$ cat src/rtl/display_word_pager.sv
// Paged 4-digit hex view of a captured 32-bit word: high half then low half,
// advanced by a dwell timer or a debounced push-button.
module display_word_pager #(
  parameter int TICK_DIV   = 100_000_000,
  parameter int DEB_CYCLES = 1_000_000
) (
  input  logic        clk,
  input  logic        clear_n,
  input  logic        load,
  input  logic [31:0] word_in,
  input  logic        auto_en,
  input  logic        btn_next,
  input  logic        blank_lz,
  output logic [3:0]  digit3,
  output logic [3:0]  digit2,
  output logic [3:0]  digit1,
  output logic [3:0]  digit0,
  output logic [3:0]  enables,
  output logic        page,
  output logic        valid
);

  localparam int TW = $clog2(TICK_DIV);
  localparam int DW = $clog2(DEB_CYCLES);
  localparam logic [TW-1:0] TICK_LAST = TW'(TICK_DIV - 1);
  localparam logic [DW-1:0] DEB_LAST  = DW'(DEB_CYCLES - 1);

  typedef enum logic [1:0] {
    EMPTY   = 2'd0,
    SHOW_HI = 2'd1,
    SHOW_LO = 2'd2
  } state_t;

  state_t          state_q, state_d;
  logic [31:0]     word_q, word_d;
  logic [TW-1:0]   dwell_q, dwell_d;
  logic [1:0]      sync_q;
  logic [DW-1:0]   deb_cnt_q, deb_cnt_d;
  logic            deb_state_q, deb_state_d;
  logic            deb_prev_q;
  logic            next_pulse_s, showing_s, expire_s, advance_s;
  logic [15:0]     page_word_s;
  logic [15:0]     digits_q, digits_d;
  logic [3:0]      enables_q, enables_d;
  logic            page_q, page_d;
  logic            valid_q, valid_d;

  // Bit i (i>=1) is lit iff some nibble at position >= i is nonzero.
  function automatic logic [3:0] lz_enables(input logic [15:0] p);
    lz_enables = {|p[15:12], |p[15:8], |p[15:4], 1'b1};
  endfunction

  // Debounce: flip the qualified level after DEB_CYCLES consecutive disagreeing cycles.
  always_comb begin
    deb_cnt_d   = '0;
    deb_state_d = deb_state_q;
    if (sync_q[1] != deb_state_q) begin
      if (deb_cnt_q == DEB_LAST) begin
        deb_state_d = ~deb_state_q;
        deb_cnt_d   = '0;
      end else begin
        deb_cnt_d = deb_cnt_q + DW'(1);
      end
    end else begin
      deb_cnt_d = '0;
    end
  end

  assign next_pulse_s = deb_state_q & ~deb_prev_q;

  // Page FSM, word capture and dwell timer; load overrides any advance event.
  always_comb begin
    showing_s = (state_q != EMPTY);
    expire_s  = showing_s && auto_en && (dwell_q == TICK_LAST);
    advance_s = showing_s && (expire_s || next_pulse_s);
    state_d   = state_q;
    word_d    = word_q;
    dwell_d   = '0;
    if (load) begin
      state_d = SHOW_HI;
      word_d  = word_in;
      dwell_d = '0;
    end else begin
      case (state_q)
        EMPTY:   state_d = EMPTY;
        SHOW_HI: state_d = advance_s ? SHOW_LO : SHOW_HI;
        SHOW_LO: state_d = advance_s ? SHOW_HI : SHOW_LO;
        default: state_d = EMPTY;
      endcase
      if (showing_s && auto_en && !advance_s) begin
        dwell_d = dwell_q + TW'(1);
      end else begin
        dwell_d = '0;
      end
    end
  end

  // Display outputs derived from the current state and stored word.
  always_comb begin
    page_word_s = (state_q == SHOW_LO) ? word_q[15:0] : word_q[31:16];
    digits_d    = 16'h0000;
    enables_d   = 4'b0000;
    page_d      = 1'b0;
    valid_d     = 1'b0;
    case (state_q)
      SHOW_HI, SHOW_LO: begin
        digits_d  = page_word_s;
        enables_d = blank_lz ? lz_enables(page_word_s) : 4'b1111;
        page_d    = (state_q == SHOW_LO);
        valid_d   = 1'b1;
      end
      default: begin
        digits_d  = 16'h0000;
        enables_d = 4'b0000;
        page_d    = 1'b0;
        valid_d   = 1'b0;
      end
    endcase
  end

  // All state, including synchroniser and output registers, with synchronous clear.
  always_ff @(posedge clk) begin
    if (!clear_n) begin
      state_q     <= EMPTY;
      word_q      <= 32'h0000_0000;
      dwell_q     <= '0;
      sync_q      <= 2'b00;
      deb_cnt_q   <= '0;
      deb_state_q <= 1'b0;
      deb_prev_q  <= 1'b0;
      digits_q    <= 16'h0000;
      enables_q   <= 4'b0000;
      page_q      <= 1'b0;
      valid_q     <= 1'b0;
    end else begin
      state_q     <= state_d;
      word_q      <= word_d;
      dwell_q     <= dwell_d;
      sync_q      <= {sync_q[0], btn_next};
      deb_cnt_q   <= deb_cnt_d;
      deb_state_q <= deb_state_d;
      deb_prev_q  <= deb_state_q;
      digits_q    <= digits_d;
      enables_q   <= enables_d;
      page_q      <= page_d;
      valid_q     <= valid_d;
    end
  end

  assign digit3  = digits_q[15:12];
  assign digit2  = digits_q[11:8];
  assign digit1  = digits_q[7:4];
  assign digit0  = digits_q[3:0];
  assign enables = enables_q;
  assign page    = page_q;
  assign valid   = valid_q;

endmodule

$ cat config.mk
export PLATFORM = sky130hd
export DESIGN_NAME = display_word_pager
export DESIGN_NICKNAME = d
export VERILOG_FILES = /design/src/rtl/display_word_pager.sv
export SDC_FILE = /design/constraint.sdc
export NUM_CORES = 1
export LEC_CHECK = 0
export BUFFER_PORTS_ARGS = -buffer_cell sky130_fd_sc_hd__buf_2
export CELL_PAD_IN_SITES_DETAIL_PLACEMENT = 0
export CELL_PAD_IN_SITES_GLOBAL_PLACEMENT = 1
export CORE_AREA = 4 4 124 126
export CTS_BUF_LIST = sky130_fd_sc_hd__clkbuf_16
export DETAILED_ROUTE_END_ITERATION = 12
export DIE_AREA = 0 0 128 130
export GPL_TIMING_DRIVEN = 0
export PLACE_DENSITY_LB_ADDON = 0.1
export SYNTH_ARGS = -nofsm -noshare
export SYNTH_HDL_FRONTEND = slang
export SYNTH_SLANG_ARGS = --single-unit
$ cat constraint.sdc
create_clock -name clk -period 2.61 [get_ports clk]
set_input_delay 0.522 -clock clk [delete_from_list [all_inputs] [get_ports clk]]
set_output_delay 0.522 -clock clk [all_outputs]
set_load 0.1 [all_outputs]
==> flow_results.org <==
** Clock tree
- Max Root-Sink Buffers :: 2
- The clock reaches the later pin of the worst-skew pair after 0.34 ns.
- Post-cts hold buffer count :: 0
- Clock-pin slew on the worst setup and hold paths :: around 0.070 ns
- After clock tree synthesis, the setup repair step added 0 buffers.
- In this run the number of H-tree levels came out at 3.
- Clock net sink count :: 107
- Clock tree from TritonCTS :: done
- Count of instances resized after the clock tree is built :: 0
- CTS root buffer :: clkbuf_16
- The number of clock buffers added by TritonCTS is 9.

** Timing
- Worst-case clock skew :: ~0.0051 ns
- Setup repair after global routing left no endpoint under its margin.
- Setup slack on the critical path of the routed design comes to roughly 0.38 ns.
- The worst path in the final design needs a cycle of between 2 and 2.5 ns, including I/O delays and setup.
- Final hold viol count :: 0
- Actual transition at the worst max-transition pin :: just under 0.8 ns
- In the final timing run, aggregate negative setup slack is 0 ns.
- Of the available clock period, the critical path in the final layout requires between 80 and 90%.
- Number of failing setup endpoints in the final timing report :: 0
- Headroom to the max-slew limit came out at between 40% and 50%.
- Pins Over Slew Limit :: 0
- For this run, the top clock speed supported by timing is roughly 450 MHz.

** Critical path
- Biggest fanout along the worst timing path :: 7
- Data arrival time of the critical path :: 2.46 ns
- The worst setup path is launched from a flip-flop.
- Classification of the worst setup path :: flip-flop to flip-flop
- STA puts the critical path data required time at 2.84 ns.
- In this design, the stage delay of the slowest critical-path cell is approximately 0.46 ns.
- The largest individual stage delay along the critical path comes from the cell or4_1.
- Most common cell on crit path :: inv_1
- Traced cell by cell, the critical path runs through inv_1 > ha_1 > clkbuf_1 > mux2i_1 > nand2_1 > o21ai_0 > inv_1 > or4_1.
- R2r worst-path depth :: 8
- The worst setup path is captured at a flip-flop.

** Logic synthesis
- Flops & latches, synth :: roughly 110
- Counting every net in the synthesized netlist gives between 400 and 500.
- For this run, the register share of the synthesized area comes to just under 50%.
- Synthesized area per cell :: approximately 9.8 µm²
- Netlist area before placement :: between 0.004 and 0.005 mm²
- Synthesized netlist cell count :: about 440
- Of the total synthesized cell area, the portion taken by AND, OR, NAND and NOR gates is roughly a quarter.
- Combinational family with the most area after synthesis :: simple AND/OR/NAND/NOR gates
- Summing the areas of all xor and xnor instances in the mapped netlist gives under 10% of the synthesized area.
- The netlist uses 38 different library cells.
- Fraction of the mapped netlist area in compound gates :: 1.78%
- Total number of yosys warnings :: 0
- Of the total synthesized cell area, the portion taken by full adders, half adders and majority gates is about 1.4%.
- Multiplexer share of the synthesized area :: between 10% and 20%

** Final layout
- The layout has ~1500 filler cells.
- The library cells used most frequently in the layout, excluding fill and tap cells, are dfxtp_1, nor2_1, buf_2.
- The post-route netlist has about 17% of its cells at a drive strength greater than 1.
- Final non-filler cell total :: 701
- At the end of the flow, the number of nets in the layout was 555.
- Number of inserted diodes :: 0
- Leaving out fill and tap cells, the most frequent cell in the layout is dfxtp_1.
- From synthesis to final layout, the design area changed by 18.5%.
- Sequential cell area :: roughly 0.0021 mm²
- The multi-input combinational cells in the finished layout cover a total of about 0.0021 mm².

** Placement
- Global placer's final weighted congestion :: approximately 0.7
- Final HPWL from detailed placement :: around 6800 µm
- Post-Place Setup Slack :: approximately 0.38 ns
- Total instance count after detailed placement :: between 600 and 700
- Port Buffers :: between 50 and 60

** Route
- In the routed layout, each cell is associated on average with a via count of 4.40.
- Once detail routing completed, the nets flagged for antenna violations numbered 0.
- Detailed-route wire length per cell :: approximately 14 µm
- DRC violations left :: 0
- Total iterations of the first detailed-routing run :: 6
- Wires add up to between 9000 and 10000 µm.
- Summing over every cut layer, the via total after detailed routing is approximately 3000.
- After the first detailed-routing iteration, the DRC count stood at between 80 and 90.

** Die
- In this run the core area contains 44 standard-cell rows.
- Height of the die :: between 100 and 150 µm
- Starting utilization of the core area :: 30.4%
- The floorplan step set the die width to 128 µm.
- In this run the count of I/O pins placed on the die edge is 60.
- The floorplan step defined a die boundary enclosing 0.0166 mm².
- Floorplan Core Area :: 0.0143 mm²

** Power
- In this run the power density over the cells is around 640 mW/mm².
- In this run the static leakage power is about 2.0 nW.
- IR analysis of the VDD net gives a maximum drop of 0.260 mV.

** Hold path
- The min-delay analysis places its worst path in the category input pin to flip-flop.
- Hold path depth :: 2

** Job
- The tool flagged a number of max-cap violations equal to 0.

** Global route
- Pin count of the biggest net entering global routing :: 17
- Across every metal layer, demand over resource in global routing totals 12.1%.
- Global-route wire length before repair :: roughly 16000 µm
- The number of global-route vias before repair was 3104.
- Residual overflow from global routing :: 0
- The initial antenna violation count was 0.

** Outcome
- Status :: completed
Yosys cell counts:
master	n	area share (%)
dfxtp_1	107	49
nor2_1	70	6.0
mux2i_1	50	11
nor2b_1	36	5.2
xor2_1	30	6.0
nand2_1	22	1.9
nand3_1	21	2.4
xnor2_1	12	2.4
inv_1	10	0.86
nand4_1	9	1.3
clkbuf_1	7	0.60
and3_1	6	0.86
buf_2	6	0.69
nor3_1	6	0.69
nor4_1	6	0.86
o21ai_0	6	0.69
ha_1	5	1.4
a21oi_1	4	0.46
and2_1	3	0.43
and4_1	3	0.60
buf_1	2	0.17
buf_12	2	0.92
nand3b_1	2	0.34
nor4_4	2	0.98
nor4bb_1	2	0.46
or4_1	2	0.34
buf_6	1	0.26
nand4_4	1	0.49
nor3_2	1	0.23
nor3b_1	1	0.17
nor4b_1	1	0.20
o21ba_2	1	0.23
o311a_1	1	0.23
o31ai_1	1	0.17
or2_1	1	0.14
or2_2	1	0.14
or3_1	1	0.14
or3_4	1	0.26
routing by layer:
layer / part of all wire [%] / global-route usage (%) / vias up
li1: - / - / 1622
met4: 1.3 / 4.31 / 0
met2: 45 / 19.3 / 47
met1: 49 / 15.5 / 1411
met3: 4.6 / 3.89 / 7
met5: 0 / 0 / -
report_power, final:
part / internal (mW) / switching [mW]
Clock: 0.734 / 0.606
Sequential: 1.68 / 0.0245
Combinational: 0.0886 / 0.162
Total: 2.50 / 0.793
cells by family (layout without fill, tap and decap cells):
| kind of cell | count (synthesis) | count (layout) |
|---|---|---|
| XOR/XNOR | 42 | 42 |
| buffers and inverters | 28 | 102 |
| AO/OA/AOI/OAI | 13 | 13 |
| adder cells (fa/ha/maj) | 5 | 5 |
| flip-flops | 107 | 107 |
| AND/OR/NAND/NOR | 198 | 198 |
| multiplexers | 50 | 50 |
worst max-delay path: cells and delay by family, from the launching register on:
family          cells  cell delay [ns]
simple gates        2             0.54
buf+inv             3             0.53
flops               1             0.32
compound gates      1             0.30
mux                 1             0.28
fa+ha+maj           1             0.14
final cells by class:
cell class / instances / area share [%]
Sequential cell: 107 / 41.5
Buffer: 18 / 2.23
Tap cell: 184 / 4.46
Inverter: 10 / 0.727
Clock inverter: 7 / 1.14
Timing Repair Buffer: 58 / 5.63
Multi-Input combinational cell: 308 / 39.9
Clock buffer: 9 / 4.36
registers in the layout (all words and copies together), names as in the netlist:
name and cells:
deb_cnt_q 20, deb_prev_q 1, deb_state_q 1, digits_q 16, dwell_q 27, enables 4, page 1, state_q 2
sync_q 2, valid 1, word_q 32
final timing paths:
| path | start | end | slack, ns |
|---|---|---|---|
| min reg2reg | sync_q[0] | sync_q[1] | 0.44 |
| min | btn_next | sync_q[0] | 0.40 |
| max | state_q[0] | enables[1] | 0.38 |
| max reg2reg | state_q[0] | enables[1] | 0.38 |
stage by stage:
| stage | hold WS [ns] | utilization, % | cell area, µm² | power (mW) |
|---|---|---|---|---|
| 2_1_floorplan | 0.412 | - | 4360 | 1.92 |
| 3_3_place_gp | 0.421 | 34.1 | 4880 | 1.99 |
| 3_5_place_dp | 0.428 | 34.1 | 4880 | 1.99 |
| 4_1_cts | 0.374 | 36.0 | 5160 | 3.35 |
| 5_1_grt | 0.373 | 36.0 | 5160 | 3.44 |
| 6_report | 0.396 | 36.0 | 5160 | 3.29 |
Power figures use the tool's default switching activity.
